**src/rtl/ipbb_sfw_pkg.sv**
```systemverilog
// rtl/ipbb_sfw_pkg.sv - shared write-FSM state type and pointer sizing for the store-and-forward packet FIFO
package ipbb_sfw_pkg;

    typedef enum logic [1:0] {
        S_IDLE  = 2'd0,
        S_PKT   = 2'd1,
        S_TRUNC = 2'd2
    } wr_state_e;

    // One extra wrap bit lets full and empty be told apart with all DEPTH words in use.
    function automatic int ptr_width(input int depth);
        return $clog2(depth) + 1;
    endfunction

endpackage

```
**src/rtl/ipbb_sfw_sdp_ram.sv**
```systemverilog
// rtl/ipbb_sfw_sdp_ram.sv - simple dual-port RAM, one write port and one read port with registered read data
module ipbb_sfw_sdp_ram #(
    parameter int W     = 9,
    parameter int DEPTH = 16,
    localparam int AW   = $clog2(DEPTH)
) (
    input  logic          clk,
    input  logic          rst_n,
    input  logic          we,
    input  logic [AW-1:0] waddr,
    input  logic [W-1:0]  wdata,
    input  logic          re,
    input  logic [AW-1:0] raddr,
    output logic [W-1:0]  rdata
);

    logic [W-1:0] mem_q [DEPTH];
    logic [W-1:0] rdata_d;
    logic [W-1:0] rdata_q;

    always_ff @(posedge clk) begin
        if (we) begin
            mem_q[waddr] <= wdata;
        end
    end

    // Only the read register is reset so the output is clean; the array keeps its contents.
    always_comb begin
        rdata_d = rdata_q;
        if (re) begin
            rdata_d = mem_q[raddr];
        end
    end

    always_ff @(posedge clk or negedge rst_n) begin
        if (!rst_n) begin
            rdata_q <= '0;
        end else begin
            rdata_q <= rdata_d;
        end
    end

    assign rdata = rdata_q;

endmodule

```
**src/rtl/ipbb_sfw_pkt_fifo.sv**
```systemverilog
// rtl/ipbb_sfw_pkt_fifo.sv - store-and-forward packet FIFO that only releases fully received, error-free packets
// Optional dropped-packet counter enabled by defining IPBB_SFW_DROP_CNT_EN.
module ipbb_sfw_pkt_fifo
    import ipbb_sfw_pkg::*;
#(
    parameter int DW    = 8,
    parameter int DEPTH = 16
) (
    input  logic                   clk,
    input  logic                   rst_n,
    input  logic                   push,
    input  logic [DW-1:0]          din,
    input  logic                   push_eop,
    input  logic                   push_err,
    input  logic                   pop,
    output logic [DW-1:0]          dout,
    output logic                   dout_eop,
    output logic                   dout_vld,
    output logic                   full,
    output logic                   empty,
    output logic [$clog2(DEPTH):0] used,
    output logic [$clog2(DEPTH):0] pkt_cnt,
    output logic                   overflow,
    output logic                   underflow,
    output logic                   drop,
    output logic [15:0]            drop_cnt
);

    localparam int PW = ptr_width(DEPTH);
    localparam int AW = PW - 1;

    wr_state_e state_q, state_d;

    logic [PW-1:0] wptr_q, wptr_d;
    logic [PW-1:0] rptr_q, rptr_d;
    logic [PW-1:0] cptr_q, cptr_d;
    logic [PW-1:0] used_q, used_d;
    logic [PW-1:0] pkt_cnt_q, pkt_cnt_d;
    logic          full_q, full_d;
    logic          empty_q, empty_d;
    logic          dout_vld_q, dout_vld_d;
    logic          overflow_q, overflow_d;
    logic          underflow_q, underflow_d;
    logic          drop_q, drop_d;

    logic          wr_en;
    logic          rd_en;
    logic          commit;
    logic          rewind;
    logic          eop_popped;
    logic [DW:0]   rd_word;

    // State register
    always_ff @(posedge clk or negedge rst_n) begin
        if (!rst_n) begin
            state_q <= S_IDLE;
        end else begin
            state_q <= state_d;
        end
    end

    // Next-state logic
    always_comb begin
        state_d = state_q;
        case (state_q)
            S_IDLE, S_PKT: begin
                if (push) begin
                    if (push_eop) begin
                        state_d = S_IDLE;
                    end else if (full_q) begin
                        state_d = S_TRUNC;
                    end else begin
                        state_d = S_PKT;
                    end
                end
            end
            S_TRUNC: begin
                if (push && push_eop) begin
                    state_d = S_IDLE;
                end
            end
            default: state_d = S_IDLE;
        endcase
    end

    // Datapath controls and registered status
    always_comb begin
        wr_en       = push && !full_q && (state_q != S_TRUNC) && !(push_eop && push_err);
        commit      = wr_en && push_eop;
        // Any eop that closes an errored, overflowed or already doomed packet throws it away.
        rewind      = push && push_eop && (push_err || full_q || (state_q == S_TRUNC));
        rd_en       = pop && !empty_q;
        eop_popped  = dout_vld_q && rd_word[0];

        wptr_d = wptr_q;
        if (rewind) begin
            wptr_d = cptr_q;
        end else if (wr_en) begin
            wptr_d = wptr_q + 1'b1;
        end

        cptr_d = cptr_q;
        if (commit) begin
            cptr_d = wptr_q + 1'b1;
        end

        rptr_d = rptr_q;
        if (rd_en) begin
            rptr_d = rptr_q + 1'b1;
        end

        pkt_cnt_d = pkt_cnt_q;
        case ({commit, eop_popped})
            2'b10:   pkt_cnt_d = pkt_cnt_q + 1'b1;
            2'b01:   pkt_cnt_d = pkt_cnt_q - 1'b1;
            default: pkt_cnt_d = pkt_cnt_q;
        endcase

        used_d      = wptr_d - rptr_d;
        full_d      = (used_d == PW'(DEPTH));
        empty_d     = (rptr_d == cptr_d);
        dout_vld_d  = rd_en;
        overflow_d  = push && full_q;
        underflow_d = pop && empty_q;
        drop_d      = rewind;
    end

    always_ff @(posedge clk or negedge rst_n) begin
        if (!rst_n) begin
            wptr_q      <= '0;
            rptr_q      <= '0;
            cptr_q      <= '0;
            used_q      <= '0;
            pkt_cnt_q   <= '0;
            full_q      <= 1'b0;
            empty_q     <= 1'b1;
            dout_vld_q  <= 1'b0;
            overflow_q  <= 1'b0;
            underflow_q <= 1'b0;
            drop_q      <= 1'b0;
        end else begin
            wptr_q      <= wptr_d;
            rptr_q      <= rptr_d;
            cptr_q      <= cptr_d;
            used_q      <= used_d;
            pkt_cnt_q   <= pkt_cnt_d;
            full_q      <= full_d;
            empty_q     <= empty_d;
            dout_vld_q  <= dout_vld_d;
            overflow_q  <= overflow_d;
            underflow_q <= underflow_d;
            drop_q      <= drop_d;
        end
    end

    ipbb_sfw_sdp_ram #(
        .W     (DW + 1),
        .DEPTH (DEPTH)
    ) u_ram (
        .clk   (clk),
        .rst_n (rst_n),
        .we    (wr_en),
        .waddr (wptr_q[AW-1:0]),
        .wdata ({din, push_eop}),
        .re    (rd_en),
        .raddr (rptr_q[AW-1:0]),
        .rdata (rd_word)
    );

`ifdef IPBB_SFW_DROP_CNT_EN
    logic [15:0] drop_cnt_q, drop_cnt_d;

    always_comb begin
        drop_cnt_d = drop_cnt_q;
        if (drop_d && (drop_cnt_q != 16'hFFFF)) begin
            drop_cnt_d = drop_cnt_q + 16'd1;
        end
    end

    always_ff @(posedge clk or negedge rst_n) begin
        if (!rst_n) begin
            drop_cnt_q <= 16'h0;
        end else begin
            drop_cnt_q <= drop_cnt_d;
        end
    end

    assign drop_cnt = drop_cnt_q;
`else
    assign drop_cnt = 16'h0;
`endif

    assign dout      = rd_word[DW:1];
    assign dout_eop  = rd_word[0];
    assign dout_vld  = dout_vld_q;
    assign full      = full_q;
    assign empty     = empty_q;
    assign used      = used_q;
    assign pkt_cnt   = pkt_cnt_q;
    assign overflow  = overflow_q;
    assign underflow = underflow_q;
    assign drop      = drop_q;

endmodule

```
**config.mk**
```make
export PLATFORM = sky130hd
export DESIGN_NAME = ipbb_sfw_pkt_fifo
export DESIGN_NICKNAME = d
export VERILOG_FILES = /design/src/rtl/ipbb_sfw_pkg.sv /design/src/rtl/ipbb_sfw_sdp_ram.sv /design/src/rtl/ipbb_sfw_pkt_fifo.sv
export SDC_FILE = /design/constraint.sdc
export NUM_CORES = 1
export LEC_CHECK = 0
export ABC_AREA = 1
export CAP_MARGIN = 40
export CORE_UTILIZATION = 60
export CTS_BUF_LIST = sky130_fd_sc_hd__clkbuf_8
export CTS_CLUSTER_DIAMETER = 80
export DETAILED_ROUTE_END_ITERATION = 7
export DONT_BUFFER_PORTS = 1
export PLACE_DENSITY = 0.83
export SETUP_SLACK_MARGIN = 0.15
export SYNTH_ARGS = -nofsm -noshare
export SYNTH_HDL_FRONTEND = slang
export SYNTH_HIERARCHICAL = 1
export SYNTH_SLANG_ARGS = --single-unit
```
**constraint.sdc**
```tcl
create_clock -name clk -period 6.1 [get_ports clk]
set_input_delay 1.22 -clock clk [delete_from_list [all_inputs] [get_ports clk]]
set_output_delay 1.22 -clock clk [all_outputs]
set_load 0.005 [all_outputs]
```
# Word-level counts from Yosys, hierarchy flattened
# Memories as Yosys holds them, arrays and structs flattened. A register that Yosys moved wholly into a read port is not among the register bits.
# Index checks and enable logic that the tools add are counted.
# op_classes
add_sub_neg	5
multipliers	0
n_div	0
order_cmp	0
n_eq_ne	9
shift	0
mux	12
bitwise	0
reduce_logical	21
# ops
cell	count
2-to-1 mux 5 bit	4
adder 5 x 1 -> 5 bit (second input constant)	3
logical AND 1 bit	11
one-hot mux 5 bit (2 select lines)	1
2-to-1 mux 2 bit	4
inequality test 2 bit (second input constant)	3
equality test 5 bit	1
equality test 5 bit (second input constant)	1
subtractor 5 x 1 -> 5 bit (second input constant)	1
subtractor 5 bit	1
equality test 2 x 1 -> 1 bit (second input constant)	2
equality test 2 bit (second input constant)	2
zero test 1 bit	4
one-hot mux 2 bit (2 select lines)	1
zero test 2 bit	1
logical OR 1 bit	2
2-to-1 mux 1 bit	2
AND reduction 2 bit	1
nonzero test 2 bit	1
OR reduction 2 bit	1
# totals
reg_bits	33
latch_bits	0
ramBits	144
romBits	0
elab_cells	60
mem_count	1
# mem_list
name	depth	width	read_ports	rd_ports_with_merged_regs	write_ports	line	source
u_ram.mem_q	16	9	1	1	1	ipbb_sfw_sdp_ram.sv:17	logic [W-1:0] mem_q [DEPTH];

# Depth between registers and ports, before layout
# logic_depth
ltp_word	8
ltp_mapped	19
depth_no_buf	18

# By module
# Netlist, hierarchy kept.
# by_module_without_submodules
mod	n_inst	cells_per_inst	area_each_um2	seq_area_each_um2
ipbb_sfw_sdp_ram	1	538	6213.5	4549.4
ipbb_sfw_pkt_fifo	1	251	2129.5	827.0

# Worst setup path after synthesis
# OpenSTA, ideal clock, no wires.
# synth_path
kind	input to register
startpoint	in push
endpoint	reg full_q (netlist: full)
setup_ns	0.071
arrival_ns	3.185
required_time_ns	6.029
setup_slack_ns	2.844
path_stages	18
n_path_buf	0
path_cell_list	inv_2 nor2_4 nand3_4 xnor2_1 nand2_1 o21ai_0 inv_1 ha_1 fa_1 o21ai_0 inv_1 nand3_1 nand2_1 nand2_1 nand2_1 nor2_1 nand2_1 nor2_1
# synth_via
elab_chain_cells	7
# synth_lines
element	line	source
start: declaration	ipbb_sfw_pkt_fifo.sv:11	input logic push,
logical AND 1 bit (3 in series)	ipbb_sfw_pkt_fifo.sv:88	wr_en = push && !full_q && (state_q != S_TRUNC) && !(push_eop && push_err);
2-to-1 mux 5 bit	ipbb_sfw_pkt_fifo.sv:98	end else if (wr_en) begin
2-to-1 mux 5 bit *	ipbb_sfw_pkt_fifo.sv:96	if (rewind) begin
named net wptr_d[0]	ipbb_sfw_pkt_fifo.sv:34	logic [PW-1:0] wptr_q, wptr_d;
subtractor 5 bit *	ipbb_sfw_pkt_fifo.sv:119	used_d = wptr_d - rptr_d;
equality test 5 bit *	ipbb_sfw_pkt_fifo.sv:120	full_d = (used_d == PW'(DEPTH));
named net full_d	ipbb_sfw_pkt_fifo.sv:39	logic full_q, full_d;
end signal: assignment	ipbb_sfw_pkt_fifo.sv:147	full_q <= full_d;
end: declaration	ipbb_sfw_pkt_fifo.sv:39	
# Mark *: on every way through the listed nets, which the timed path passes. The rest lies on a longest branch.
# A chain may end at the register's enable or synchronous reset.

# Worst setup path after layout
# layout_path
startpoint	reg rptr_q[0]
endpoint	reg full_q (netlist: full)
# layout_via
elab_chain_cells	4
# layout_lines
element	line	source
start: declaration	ipbb_sfw_pkt_fifo.sv:35	logic [PW-1:0] rptr_q, rptr_d;
start signal: assignment	ipbb_sfw_pkt_fifo.sv:143	rptr_q <= rptr_d;
adder 5 x 1 -> 5 bit	ipbb_sfw_pkt_fifo.sv:109	rptr_d = rptr_q + 1'b1;
2-to-1 mux 5 bit	ipbb_sfw_pkt_fifo.sv:108	if (rd_en) begin
named net rptr_d[1]	ipbb_sfw_pkt_fifo.sv:35	
subtractor 5 bit	ipbb_sfw_pkt_fifo.sv:119	
equality test 5 bit	ipbb_sfw_pkt_fifo.sv:120	
named net full_d	ipbb_sfw_pkt_fifo.sv:39	
# The timed path passes the listed nets, and every way through them passes these cells.

==> out/qor.yml <==
io_buffers: 0
synth_edf_count: 144
root_buffer: "clkbuf_8"
setup_tns_ns: 0
final_cell_mix: "nand2_1, edfxtp_1, nand3_1, inv_1, dfrtp_1"
fin_crit_sh_pct: 51.3
cp.required_ns: 6.50
clk_pin_slew_ns: 0.09
vias: 5581
drv_cap: 0
hp-class: "input port to async pin"
gp_congestion: 0.912
hpwl_um: 10900
clockBufferDepth: 2
synth_area_per_cell_um2: 10.6
grt_remaining_overflow: 0
routed_wl_um: 17100
drive_above_1_share_pct: 9.34
die_x_um: 120
cp-end-kind: "flip-flop"
grt_setup_unrepaired: "no"
die_area_um2: 14400
vias_per_cell: 5.70
ys_types: 38
synth-seq-area-share_pct: 64.4
h-tree-depth: 4
start_util_pct: 62.3
diodes: 0
holdBufCountCts: 0
post_cts_resized: 0
grt_pass1_wl_um: 27800
rr_startpoint: "rptr_q[0]$_DFF_PN0_"
die_y_um: 120
area_delta_synth_final_pct: 5.41
drt_iter0_markers: 557
worstSetupStartpoint: "rptr_q[0]$_DFF_PN0_"
status: "finished, final reports clean"
antenna_found_initial: 0
clock_sink_count: 186
cellPowerDensity_nw_per_um2: 474
leakage_nw: 3.67
irDropWorstVdd_mv: 0.282
layout_commonest_cell: "nand2_1"
holdWs_ns: 0.440
fin_worst_skew_ns: 0.0112
fmax_mhz: 320
track_usage_pct: 25.8
hold_viol_final: 0
cts_setup_buffers: 0
fp.coreArea_um2: 13400
ys_ff_latch: 186
grt_pass1_vias: 5503
synth_area_um2: 8340
cts-buffers-inserted: 17
critical_path.max_fanout: 76
ys_warn_count: 6
relSlewSlack_pct: 39.6
drc_errors: 0
grt_max_degree: 77
ant_nets: 0
async_flop_share_pct: 22.6
setup_viol: 0
layout.nets: 817
cp_data_arrival_time_ns: 3.53
worstSetupStartpointType: "flip-flop"
first_pass_iters: 5
critPathKind: "flip-flop to flip-flop"
synth_top_flop_cell: "edfxtp_1"
cts_tree: "yes"
worst_slew_pin_slew_ns: 0.902
slew_viol_final: 0
worst_skew_pair.late_latency_ns: 0.46
placementRows: 42
wl_per_cell_um: 17.5
period_needed_ns: 3.13
postSynthCellCount: 789
io_pins: 55
cell families (layout without fill, tap and decap cells):
family | Yosys count | after routing | share of synthesized area, %
fa+ha+maj | 12 | 12 | 1.98
simple gates | 465 | 465 | 24.5
other cells | 1 | 16 | 0.0449
flops | 186 | 186 | 64.4
compound gates | 20 | 20 | 1.50
xor+xnor | 12 | 12 | 1.53
buf+inv | 93 | 92 | 5.97
worst paths after layout:
| kind | to | slack (ns) | cells after the start |
|---|---|---|---|
| setup / recovery | full$_DFF_PN0_ | 2.97 | 14 |
| min in group clk | pkt_cnt[4]$_DFFE_PN0P_ | 0.50 | 1 |
| setup reg to reg | full$_DFF_PN0_ | 2.97 | 14 |
| hold / removal | pkt_cnt[3]$_DFFE_PN0P_ | 0.44 | 0 |
| hold reg to reg | pkt_cnt[4]$_DFFE_PN0P_ | 0.50 | 1 |
| max in group asynchronous | empty$_DFF_PN1_ | 5.49 | 0 |
stage by stage:
| step | std cells | power (mW) | worst slack [ns] | utilization (%) | area [um^2] |
|---|---|---|---|---|---|
| global placement | 939 | 3.28 | 2.64 | 62.2 | 8340 |
| floorplan | 804 | 2.99 | 2.84 | - | 8400 |
| finish | 979 | 4.17 | 2.97 | 65.6 | 8790 |
| detailed placement | 948 | 3.35 | 2.52 | 62.7 | 8400 |
| CTS | 979 | 4.16 | 2.97 | 65.6 | 8790 |
| global route | 979 | 4.45 | 2.71 | 65.6 | 8790 |
flip-flops by register name, summed over array words and instances, names as in the netlist:
signal / cells
pkt_cnt: 5
drop: 1
overflow: 1
state_q: 2
rptr_q: 5
u_ram/rdata: 9
u_ram/mem_q: 144
cptr_q: 5
dout_vld: 1
underflow: 1
used: 5
wptr_q: 5
full: 1
empty: 1
cell usage after synthesis (3+ instances only):
master	instances	area share (%)
clkinv_1	3	0.13
inv_1	41	1.8
nand2_1	286	13
buf_4	27	2.4
ha_1	10	1.5
o21ai_0	7	0.42
xnor2_1	4	0.42
nand3_1	125	7.5
edfxtp_1	144	52
buf_2	14	0.84
dfrtp_1	41	12
nand2_2	8	0.60
o21ai_2	4	0.42
nor2_1	27	1.2
buf_6	3	0.40
inv_2	3	0.13
nand4_1	3	0.22
xor2_1	5	0.52
a21oi_1	4	0.24
or2_2	4	0.30
critical path, cell delays in order, from the launching register on:
cell	delay [ns]
dfrtp_2	0.35
buf_4	0.63
ha_1	0.36
inv_1	0.06
o21ai_0	0.20
fa_1	0.52
o21ai_0	0.34
inv_1	0.10
nand3_1	0.09
nand2_1	0.05
nand2_1	0.05
nand2_1	0.06
nor2_1	0.10
nand2_1	0.06
nor2_1	0.09
metal layers:
layer,vias up,part of all wire [%],global-route usage (%)
met5,-,0,0
met4,0,3.0,13.0
met3,48,7.7,5.51
met2,264,49,41.5
met1,2668,40,33.2
li1,2601,-,-
report_power, final:
group | switching, mW | internal, mW | total, mW | leakage, nW
registers | 0.138 | 1.57 | 1.70 | 1.81
logic | 1.13 | 0.523 | 1.65 | 1.65
clock network | 0.415 | 0.398 | 0.813 | 0.201
total | 1.68 | 2.49 | 4.17 | 3.67
area by class of cell:
class | count | area (um^2)
clock buffer | 17 | 234
clock inverter | 14 | 156
fill | 946 | 4610
inverter | 49 | 191
multi-input combinational | 525 | 2520
sequential | 186 | 5380
tap | 176 | 220
timing repair buffer | 12 | 90.1
No activity file was read; power rests on OpenSTA's default activity.
